[src/rtl/matrix_pkg.sv]
// rtl/matrix_pkg.sv - shared state encodings, default dimensions and index-width helper for the matrix blocks

package matrix_pkg;

  localparam int MATRIX_N  = 4;
  localparam int MATRIX_DW = 16;

  typedef logic [2:0] state_t;

  localparam state_t ST_IDLE  = 3'd0;
  localparam state_t ST_FETCH = 3'd1;
  localparam state_t ST_CAPT  = 3'd2;
  localparam state_t ST_SEND  = 3'd3;
  localparam state_t ST_FIN   = 3'd4;

  // A 1x1 matrix still needs one index bit so the ports never collapse to zero width.
  function automatic int rc_width(input int n);
    return (n > 1) ? $clog2(n) : 1;
  endfunction

endpackage

[src/rtl/matrix_result_reader_if.sv]
// rtl/matrix_result_reader_if.sv - result RAM read port plus element stream between reader and consumer

interface matrix_result_reader_if
  import matrix_pkg::*;
#(
  parameter int N  = MATRIX_N,
  parameter int DW = MATRIX_DW
) ();

  localparam int AW  = $clog2(N * N);
  localparam int RCW = rc_width(N);

  logic           rd_en;
  logic [AW-1:0]  rd_addr;
  logic [DW-1:0]  rd_data;

  logic           out_valid;
  logic           out_ready;
  logic [DW-1:0]  out_data;
  logic [RCW-1:0] out_row;
  logic [RCW-1:0] out_col;
  logic           out_last;

  modport master (
    output rd_en, rd_addr,
    input  rd_data,
    output out_valid,
    input  out_ready,
    output out_data, out_row, out_col, out_last
  );

  modport slave (
    input  rd_en, rd_addr,
    output rd_data,
    input  out_valid,
    output out_ready,
    input  out_data, out_row, out_col, out_last
  );

endinterface

[src/rtl/matrix_rc_counter.sv]
// rtl/matrix_rc_counter.sv - row-major row/column index counter wrapping at N-1, reusable for address sequencing

module matrix_rc_counter
  import matrix_pkg::*;
#(
  parameter  int N   = MATRIX_N,
  localparam int RCW = rc_width(N)
) (
  input  logic           clk,
  input  logic           rst_n,
  input  logic           clear,
  input  logic           advance,
  output logic [RCW-1:0] row,
  output logic [RCW-1:0] col,
  output logic           last
);

  localparam logic [RCW-1:0] MAX_IDX = RCW'(N - 1);

  assign last = (row == MAX_IDX) && (col == MAX_IDX);

  always_ff @(posedge clk or negedge rst_n) begin
    if (!rst_n) begin
      row <= '0;
      col <= '0;
    end else if (clear) begin
      row <= '0;
      col <= '0;
    end else if (advance) begin
      // Stepping past the final element returns both indices to the origin.
      if (col == MAX_IDX) begin
        col <= '0;
        row <= last ? '0 : row + 1'b1;
      end else begin
        col <= col + 1'b1;
      end
    end
  end

endmodule

[src/rtl/matrix_result_reader.sv]
// rtl/matrix_result_reader.sv - walks the product RAM row-major onto a valid/ready stream, then pulses done
// Optional MATRIX_CHECKSUM_EN adds a running sum of accepted elements on the checksum port.

module matrix_result_reader
  import matrix_pkg::*;
#(
  parameter  int N   = MATRIX_N,
  parameter  int DW  = MATRIX_DW,
  localparam int RCW = rc_width(N),
  localparam int CSW = DW + 2 * RCW
) (
  input  logic                   clk,
  input  logic                   rst_n,
  input  logic                   start,
  output logic                   busy,
  output logic                   done,
  matrix_result_reader_if.master bus
`ifdef MATRIX_CHECKSUM_EN
  ,
  output logic [CSW-1:0]         checksum
`endif
);

  localparam int AW = $clog2(N * N);

  state_t         state;
  logic [DW-1:0]  data_q;
  logic [RCW-1:0] row;
  logic [RCW-1:0] col;
  logic           last;
  logic           start_ok;
  logic           accept;

  assign start_ok = (state == ST_IDLE) && start;
  assign accept   = (state == ST_SEND) && bus.out_ready;

  matrix_rc_counter #(.N(N)) u_rc (
    .clk     (clk),
    .rst_n   (rst_n),
    .clear   (start_ok),
    .advance (accept),
    .row     (row),
    .col     (col),
    .last    (last)
  );

  always_ff @(posedge clk or negedge rst_n) begin
    if (!rst_n) begin
      state  <= ST_IDLE;
      data_q <= '0;
    end else begin
      case (state)
        ST_IDLE:  if (start) state <= ST_FETCH;
        ST_FETCH: state <= ST_CAPT;
        ST_CAPT: begin
          data_q <= bus.rd_data;
          state  <= ST_SEND;
        end
        ST_SEND:  if (bus.out_ready) state <= last ? ST_FIN : ST_FETCH;
        ST_FIN:   state <= ST_IDLE;
        default:  state <= ST_IDLE;
      endcase
    end
  end

  // Indices only move on acceptance, so a stalled element keeps row/col/last stable.
  assign busy          = (state != ST_IDLE);
  assign done          = (state == ST_FIN);
  assign bus.rd_en     = (state == ST_FETCH);
  assign bus.rd_addr   = bus.rd_en ? AW'(int'(row) * N + int'(col)) : '0;
  assign bus.out_valid = (state == ST_SEND);
  assign bus.out_data  = data_q;
  assign bus.out_row   = row;
  assign bus.out_col   = col;
  assign bus.out_last  = (state == ST_SEND) && last;

`ifdef MATRIX_CHECKSUM_EN
  always_ff @(posedge clk or negedge rst_n) begin
    if (!rst_n) begin
      checksum <= '0;
    end else if (start_ok) begin
      checksum <= '0;
    end else if (accept) begin
      checksum <= checksum + CSW'(data_q);
    end
  end
`endif

endmodule

[src/flat_wrapper.sv]
// flat-port wrapper written by rule: the top's interface ports become plain ports
module matrix_result_reader_flat import matrix_pkg::*;
#(
  parameter  int N   = MATRIX_N,
  parameter  int DW  = MATRIX_DW,
  localparam int RCW = rc_width(N),
  localparam int CSW = DW + 2 * RCW
)
  (clk, rst_n, start, busy, done, bus_rd_en, bus_rd_addr, bus_rd_data, bus_out_valid, bus_out_ready, bus_out_data, bus_out_row, bus_out_col, bus_out_last);
  matrix_result_reader_if #(.N(N), .DW(DW)) bus_i ();
  input  logic clk;
  input  logic rst_n;
  input  logic start;
  output logic busy;
  output logic done;
  output wire logic [$bits(bus_i.rd_en)-1:0] bus_rd_en;
  output wire logic [$bits(bus_i.rd_addr)-1:0] bus_rd_addr;
  input wire logic [$bits(bus_i.rd_data)-1:0] bus_rd_data;
  output wire logic [$bits(bus_i.out_valid)-1:0] bus_out_valid;
  input wire logic [$bits(bus_i.out_ready)-1:0] bus_out_ready;
  output wire logic [$bits(bus_i.out_data)-1:0] bus_out_data;
  output wire logic [$bits(bus_i.out_row)-1:0] bus_out_row;
  output wire logic [$bits(bus_i.out_col)-1:0] bus_out_col;
  output wire logic [$bits(bus_i.out_last)-1:0] bus_out_last;
  assign bus_rd_en = bus_i.rd_en;
  assign bus_rd_addr = bus_i.rd_addr;
  assign bus_i.rd_data = bus_rd_data;
  assign bus_out_valid = bus_i.out_valid;
  assign bus_i.out_ready = bus_out_ready;
  assign bus_out_data = bus_i.out_data;
  assign bus_out_row = bus_i.out_row;
  assign bus_out_col = bus_i.out_col;
  assign bus_out_last = bus_i.out_last;
  matrix_result_reader #(.N(N), .DW(DW)) u_core (.clk(clk), .rst_n(rst_n), .start(start), .busy(busy), .done(done), .bus(bus_i));
endmodule
[config.mk]
export PLATFORM = sky130hd
export DESIGN_NAME = matrix_result_reader_flat
export DESIGN_NICKNAME = d
export VERILOG_FILES = /design/src/rtl/matrix_pkg.sv /design/src/rtl/matrix_result_reader_if.sv /design/src/rtl/matrix_rc_counter.sv /design/src/rtl/matrix_result_reader.sv /design/src/flat_wrapper.sv
export SDC_FILE = /design/constraint.sdc
export NUM_CORES = 1
export LEC_CHECK = 0
export CORE_MARGIN = 2
export CORE_UTILIZATION = 25
export DETAILED_ROUTE_END_ITERATION = 10
export MAX_ROUTING_LAYER = met4
export PLACE_DENSITY_LB_ADDON = 0.05
export SYNTH_ARGS = -nofsm -noshare
export SYNTH_HDL_FRONTEND = slang
export SYNTH_SLANG_ARGS = --single-unit
[constraint.sdc]
create_clock -name clk -period 2 [get_ports clk]
set_input_delay 0.4 -clock clk [delete_from_list [all_inputs] [get_ports clk]]
set_output_delay 0.4 -clock clk [all_outputs]
set_load 0.1 [all_outputs]
==> summary.md, run 1 <==
Area added between synthesis and finish: 61.5%. Timing would allow up to 519 MHz. The run finished with clean final reports. By startpoint and endpoint, the worst setup path is classified as reg -> out. After detailed placement, the total cell area comes to 1660 um2.

The logs give 26 for the initial DRC count and 155 for the number of nets in the final layout. The worst reg-to-reg setup slack was 0.40 ns; the sequential-to-total area share from yosys stat was 0.543. STA classifies the critical path endpoint as a primary output. In this run, distinct cell masters in the synthesized netlist total 26.

The CTS clock-pin slew for the worst setup and hold paths is 0.08 ns. The tools report the number of max-cap violations as 0. The count of endpoints failing setup in the final report is 0, and the count of pins on the block boundary is 49. TritonCTS created 3 clock buffers. Using the TritonRoute via totals, the vias-per-cell ratio works out to 4.32.

The worst setup path is launched from a flop. The logs give 0.25 ns for the worst-skew pair later-pin latency and 1710 um2 for the post-layout instance area. The synthesized design contains 23 register bits. The starting utilization of the core area is 0.263, and the number of global-route vias before repair is 754. The startpoint identified for the worst register-to-register timing path is u_core.state[1]$_DFFE_PN0P_. Overall track demand over capacity in global routing: 0.101. The average cell area after synthesis is 13.2 um2, and the final-report hold violation count is 0. The pre-antenna-repair detailed-routing pass consisted of 4 iterations. For the worst setup path, the data arrival time is 1.53 ns. The setup skew after layout was 0.00113 ns; the transition time at the pin with the least slew margin was 0.430 ns.

From left edge to right edge, the die measures 69.1 um. In this run the remaining antenna-violating nets after routing total 0. The final routed wire length divided by cell count was 12.2 um.

The tools report the number of antenna violations at the first check in global routing as 0. Setup repair after global routing left no endpoint under its margin. TritonCTS built the clock tree. The share of the clock period used by the worst path after layout is 0.964, and the total number of clock tree sinks is 23.

The die is 69.1 um tall. Entering global routing, the biggest net connects 24 pins. Maximum root-to-sink buffer count: 2.

The clock root buffer master was clkbuf_8. The number of antenna diodes in the final layout is 0. The ratio of cells with drive above 1 in the final layout came out at 0.523. The gate count of the mapped netlist is 80, and the final HPWL from detailed placement is 1730 um. The synthesized netlist occupies a cell area of 1060 um2. For the standard cell core area, the log shows 4030 um2.

The minimum clock period after layout is 1.93 ns, and the total count of max-transition violations in the final report is 0. The number of gates resized after CTS was 0. Input and output buffers added on the ports amount to 48.

The number of cells on the worst reg-to-reg path is 3. The run gives 786 as the routed via count. The relative slew slack was 0.714.

The endpoint identified for the worst register-to-register timing path is u_core.bus.out_data[9]$_DFFE_PN0P_. The run gives 23 as the number of rows created at floorplan. The path class of the lowest-slack min-delay path is in -> async. After detailed routing, the total wire length is 2230 um.

Synthesis produced a netlist with a net count of 102. The floorplan step defined a die boundary enclosing 4780 um2. For the total overflow reported by the global router, the log shows 0. STA puts the critical path data required time at 1.60 ns. The layout has 379 filler cells.

Routability-driven placement finished with a final weighted congestion of 0.677. Yosys printed 0 warnings. The H-tree depth came out at 1.

The first global-routing pass estimated 3860 um of wire. After detailed routing, the number of remaining DRC violations is 0. The highest fanout seen on the critical path works out to 9.
[layout by cell type (no fill, tap or decap), types with 2 or more instances in the layout]
cell type / n
nor3b_4: 2
clkbuf_8: 3
o21ai_0: 2
clkdlybuf4s50_1: 19
buf_4: 24
buf_12: 9
dfrtp_1: 19
and2_4: 4
a21oi_1: 4
ha_1: 2
nor2_1: 3
mux2_2: 16
nand2_1: 4
dfrtp_2: 4
nand3_1: 2
inv_1: 2
[cell usage after synthesis (all sizes together)]
cell,number,share of area
a31oi,1,0.0059
nand2,4,0.014
and2,4,0.024
dfrtp,23,0.54
and4b,1,0.011
a21oi,4,0.019
mux2,16,0.17
nor2,4,0.017
nand4b,1,0.022
ha,2,0.024
a2bb2oi,1,0.0083
o21bai,1,0.0071
and3b,1,0.0094
nand3,2,0.0094
nor2b,1,0.0059
or3,2,0.013
nor3b,3,0.032
inv,2,0.0071
o21ai,2,0.0094
or4,1,0.0071
buf,4,0.042
[registers in the layout, indices dropped and copies added (netlist names)]
| register | cells |
|---|---|
| u_core.bus.out_data | 16 |
| u_core.u_rc.row | 2 |
| u_core.state | 3 |
| u_core.u_rc.col | 2 |
[area by class of cell]
type / count / area [um2] / area share
clock buffers: 4 / 45.0 / 0.0263
flip-flops and latches: 23 / 581 / 0.339
inverters: 2 / 7.51 / 0.00439
well taps: 50 / 62.6 / 0.0365
repair buffers: 52 / 551 / 0.322
multi-input cells: 51 / 465 / 0.272
[how the worst max path moves through the flow]
stage	end	startpoint	slack (ns)	cells past startpoint
after CTS	bus_rd_addr[3]	u_core.state[1]$_DFFE_PN0P_	0.02	3
after detailed placement	u_core.u_rc.row[0]$_DFFE_PN0P_	bus_out_ready	0.22	4
after global placement	u_core.u_rc.row[0]$_DFFE_PN0P_	bus_out_ready	0.27	4
final	busy	u_core.state[2]$_DFFE_PN0P_	0.07	2
after global routing	busy	u_core.state[2]$_DFFE_PN0P_	0.01	2
after floorplan	bus_rd_addr[0]	u_core.state[1]$_DFFE_PN0P_	-0.31	3
[stage by stage]
step                worst slack [ns]  setup TNS (ns)  hold WS [ns]  instances  utilization
finish                        0.0714               0         0.496        182        0.425
global route                  0.0140               0         0.527        182        0.425
CTS                           0.0212               0         0.507        181        0.423
detailed placement             0.217               0         0.498        177        0.412
global placement               0.270               0         0.494        177        0.412
floorplan                     -0.315           -1.46         0.104         80            -
[kinds of logic (layout without fill, tap and decap cells)]
| kind of cell | count (synthesis) | after routing | share of synthesized area |
|---|---|---|---|
| AND/OR/NAND/NOR | 24 | 24 | 0.164 |
| flip-flops | 23 | 23 | 0.543 |
| multiplexers | 16 | 16 | 0.170 |
| buffers and inverters | 6 | 58 | 0.0496 |
| AO/OA/AOI/OAI | 9 | 9 | 0.0496 |
| adder cells (fa/ha/maj) | 2 | 2 | 0.0236 |
[routing by layer]
layer / up-vias / routed length [um] / part of all wire / global-route usage
li1: 384 / - / - / -
met4: 0 / 8 / 0.0036 / 0.0131
met1: 373 / 955 / 0.43 / 0.132
met5: - / 0 / 0 / -
met3: 2 / 143 / 0.064 / 0.0395
met2: 27 / 1120 / 0.50 / 0.153
[critical path: stages, from the launching register on]
cell,delay (ns)
dfrtp_1,0.51
or3_2,0.57
buf_12,0.19
[repair_timing]
| action | CTS | global route |
|---|---|---|
| endpoints found under the setup margin | 0 | 4 |
| endpoints found under the hold margin | 0 | 0 |
| hold buffers | 0 | 0 |
| setup buffers | 0 | 1 |
Power of run 1 is not shown: default switching activity piles up to over one toggle a cycle in this logic, so the estimate is an artifact.
==> run 2, diff against run 1 <==
--- a/config.mk
+++ b/config.mk
@@ -5,10 +5,10 @@
 export SDC_FILE = /design/constraint.sdc
 export NUM_CORES = 1
 export LEC_CHECK = 0
-export CORE_MARGIN = 2
+export CAP_MARGIN = 15
+export CORE_MARGIN = 3
 export CORE_UTILIZATION = 25
 export DETAILED_ROUTE_END_ITERATION = 10
-export MAX_ROUTING_LAYER = met4
 export PLACE_DENSITY_LB_ADDON = 0.05
 export SYNTH_ARGS = -nofsm -noshare
 export SYNTH_HDL_FRONTEND = slang
==> run 2 against run 1 <==
Against the previous run: design area rose by 0.88%; global-route usage fell by 0.31 points; sequential share of layout area fell by 0.22 points; register-to-register slack improved by 0.07 ns; worst hold slack got worse by 0.0036 ns; critical path depth did not move; clock skew rose by 0.0052 ns; core utilization rose by 0.069 points; routed wire length rose by 3.8%; setup slack got worse by 0.011 ns; critical endpoint unchanged; largest cell class unchanged.
==> summary.md, run 2 (synthesized netlist as in run 1, its figures left out) <==
The run finished with clean final reports. Setup violations remaining at the end of the flow were counted as 0. The routed wire length on met2 was 1220 um; the detailed-routing iteration count for the pre-antenna-repair pass was 4.

The maximum clock frequency is 516 MHz. The signal on the critical path passes through or3_2 -> buf_12. The share of the clock period used by the worst path after layout was 0.970. Entering global routing, the biggest net connects 24 pins. Setup slack after placement: 0.196 ns. Highest metal layer with signal wires: met4.

The first global-routing pass estimated 3930 um of wire. The final-report hold violation count is 0, and the CTS clock-pin slew for the worst setup and hold paths is 0.08 ns. Once detail routing completed, the nets flagged for antenna violations numbered 0. The number of global-route vias before repair was 880.

Of all nets on the critical path, the largest fanout is 9. TritonCTS built the clock tree. From synthesis to final layout, the design area changed by 62.9%.

CTS saw 23 sinks. The die covers 5060 um2. For the final routed database, the setup TNS stands at 0 ns. The clock root buffer master is clkbuf_8. The run gives 0.26 ns as the worst-skew pair later-pin latency. The number of cells on the worst reg-to-reg path is 4. Leaving out fill and tap cells, the most frequent cell in the layout is buf_4. For the worst setup path, the data arrival time is 1.54 ns. Pin placement for this block handled 49 I/O pins. The congestion estimate from routability-driven global placement came to 0.728. Largest stage delay on the critical path: 0.58 ns. TritonCTS created 3 clock buffers.

For this run, the number of standard cells in the final layout without fillers is 182. The number of antenna violations at the first check in global routing was 0; the relative slew slack was 0.769. The critical path data required time was 1.60 ns.

The H-tree depth was 1; the minimum clock period after layout was 1.94 ns. Transition time at the pin with the least slew margin: 0.346 ns. Detailed placement ended at an HPWL of 1860 um. At the end of the flow, the number of nets in the layout was 155. The tool flagged a number of max-cap violations equal to 0.

The buffers plus inverters on the worst setup path is 1. The run gives 0 as the antenna cell count. For the overall track demand over capacity in global routing, the log shows 0.0977. For this block, wires on met1 add up to 909 um. Dividing the detail-routed wire length by the instance count gives 12.7 um. The largest individual stage delay along the critical path comes from the cell or3_2. The total overflow reported by the global router is 0. The tools report the total count of max-transition violations in the final report as 0. Ratio of cells with drive above 1 in the final layout: 0.538. The critical path is of the reg -> out type.

Once routing completed, OpenROAD measured the worst setup slack at 0.0607 ns. For this block, the initial DRC count from the detailed router was 16. After detailed placement, the design holds a cell count of 177. The chip width came out at 71.1 um.

In this run the worst hold path is classified as in -> async. The flip-flop count of the largest register, all copies and words added is 16, and the standard cell core area is 4060 um2. Leaving out fill and tap cells, the most frequent cells in the layout are buf_4, clkdlybuf4s50_1, dfrtp_1. The layout has 381 filler cells. The critical path runs through a total of 2 cells. Setup skew after layout: 0.00631 ns. The run gives 2310 um as the detailed-route wire length.

Number of hold-repair buffers added at the cts stage: 0. The starting utilization of the core area was 0.261. The routed layout has 810 vias.

During placement, the flow inserted port buffers numbering 48. Setup repair after global routing left no endpoint under its margin. The tools report the kind of start point of the critical path as a flop. For this run, design rule violations remaining after detail routing come to 0.

The die is 71.1 um tall. Maximum root-to-sink buffer count: 2. The worst setup path is captured at a primary output. Using the TritonRoute via totals, the vias-per-cell ratio works out to 4.45. Wire segments on met3 add up to 173 um in the final route.

The category of cells accounting for the largest share of critical-path delay is simple AND/OR/NAND/NOR gates. The initialized floorplan defines 23 standard-cell rows.
==> run 2: cell type report <==
type / count / area [um2] / share of cell area
Timing Repair Buffer: 52 / 563 / 0.326
Clock buffer: 3 / 41.3 / 0.0239
Tap cell: 50 / 62.6 / 0.0362
Clock inverter: 1 / 5.00 / 0.00290
Sequential cell: 23 / 582 / 0.337
Inverter: 2 / 7.51 / 0.00435
Multi-Input combinational cell: 51 / 465 / 0.270
==> run 2: through the flow <==
step	hold WS, ns	utilization	instance area, um2
3_5_place_dp	0.497	0.412	1670
3_3_place_gp	0.492	0.412	1670
4_1_cts	0.500	0.425	1730
6_report	0.493	0.426	1730
2_1_floorplan	0.104	-	1100
5_1_grt	0.516	0.426	1730
==> run 2: final timing paths <==
check | startpoint | to | slack (ns)
worst max-delay path | u_core.state[2]$_DFFE_PN0P_ | busy | 0.06
worst min-delay path | rst_n | u_core.bus.out_data[10]$_DFFE_PN0P_ | 0.49
worst max register to register | u_core.state[0]$_DFFE_PN0P_ | u_core.bus.out_data[8]$_DFFE_PN0P_ | 0.47
worst min register to register | u_core.bus.out_data[4]$_DFFE_PN0P_ | u_core.bus.out_data[4]$_DFFE_PN0P_ | 0.51
max in group asynchronous | rst_n | u_core.u_rc.col[0]$_DFFE_PN0P_ | 1.25
min in group clk | u_core.bus.out_data[4]$_DFFE_PN0P_ | u_core.bus.out_data[4]$_DFFE_PN0P_ | 0.51
==> run 2: repair_timing <==
| action | CTS | global route |
|---|---|---|
| buffers inserted | 1 | 0 |
| setup endpoints to repair | 4 | 6 |
| gates resized for setup | 0 | 1 |
| pin swaps | 1 | 0 |
==> run 2: layer usage <==
layer / up-vias / track usage
li1: 384 / -
met1: 397 / 0.108
met2: 27 / 0.179
met3: 2 / 0.0412
met4: 0 / 0.0125
met5: - / 0
Power of run 2 is left out for the same reason.
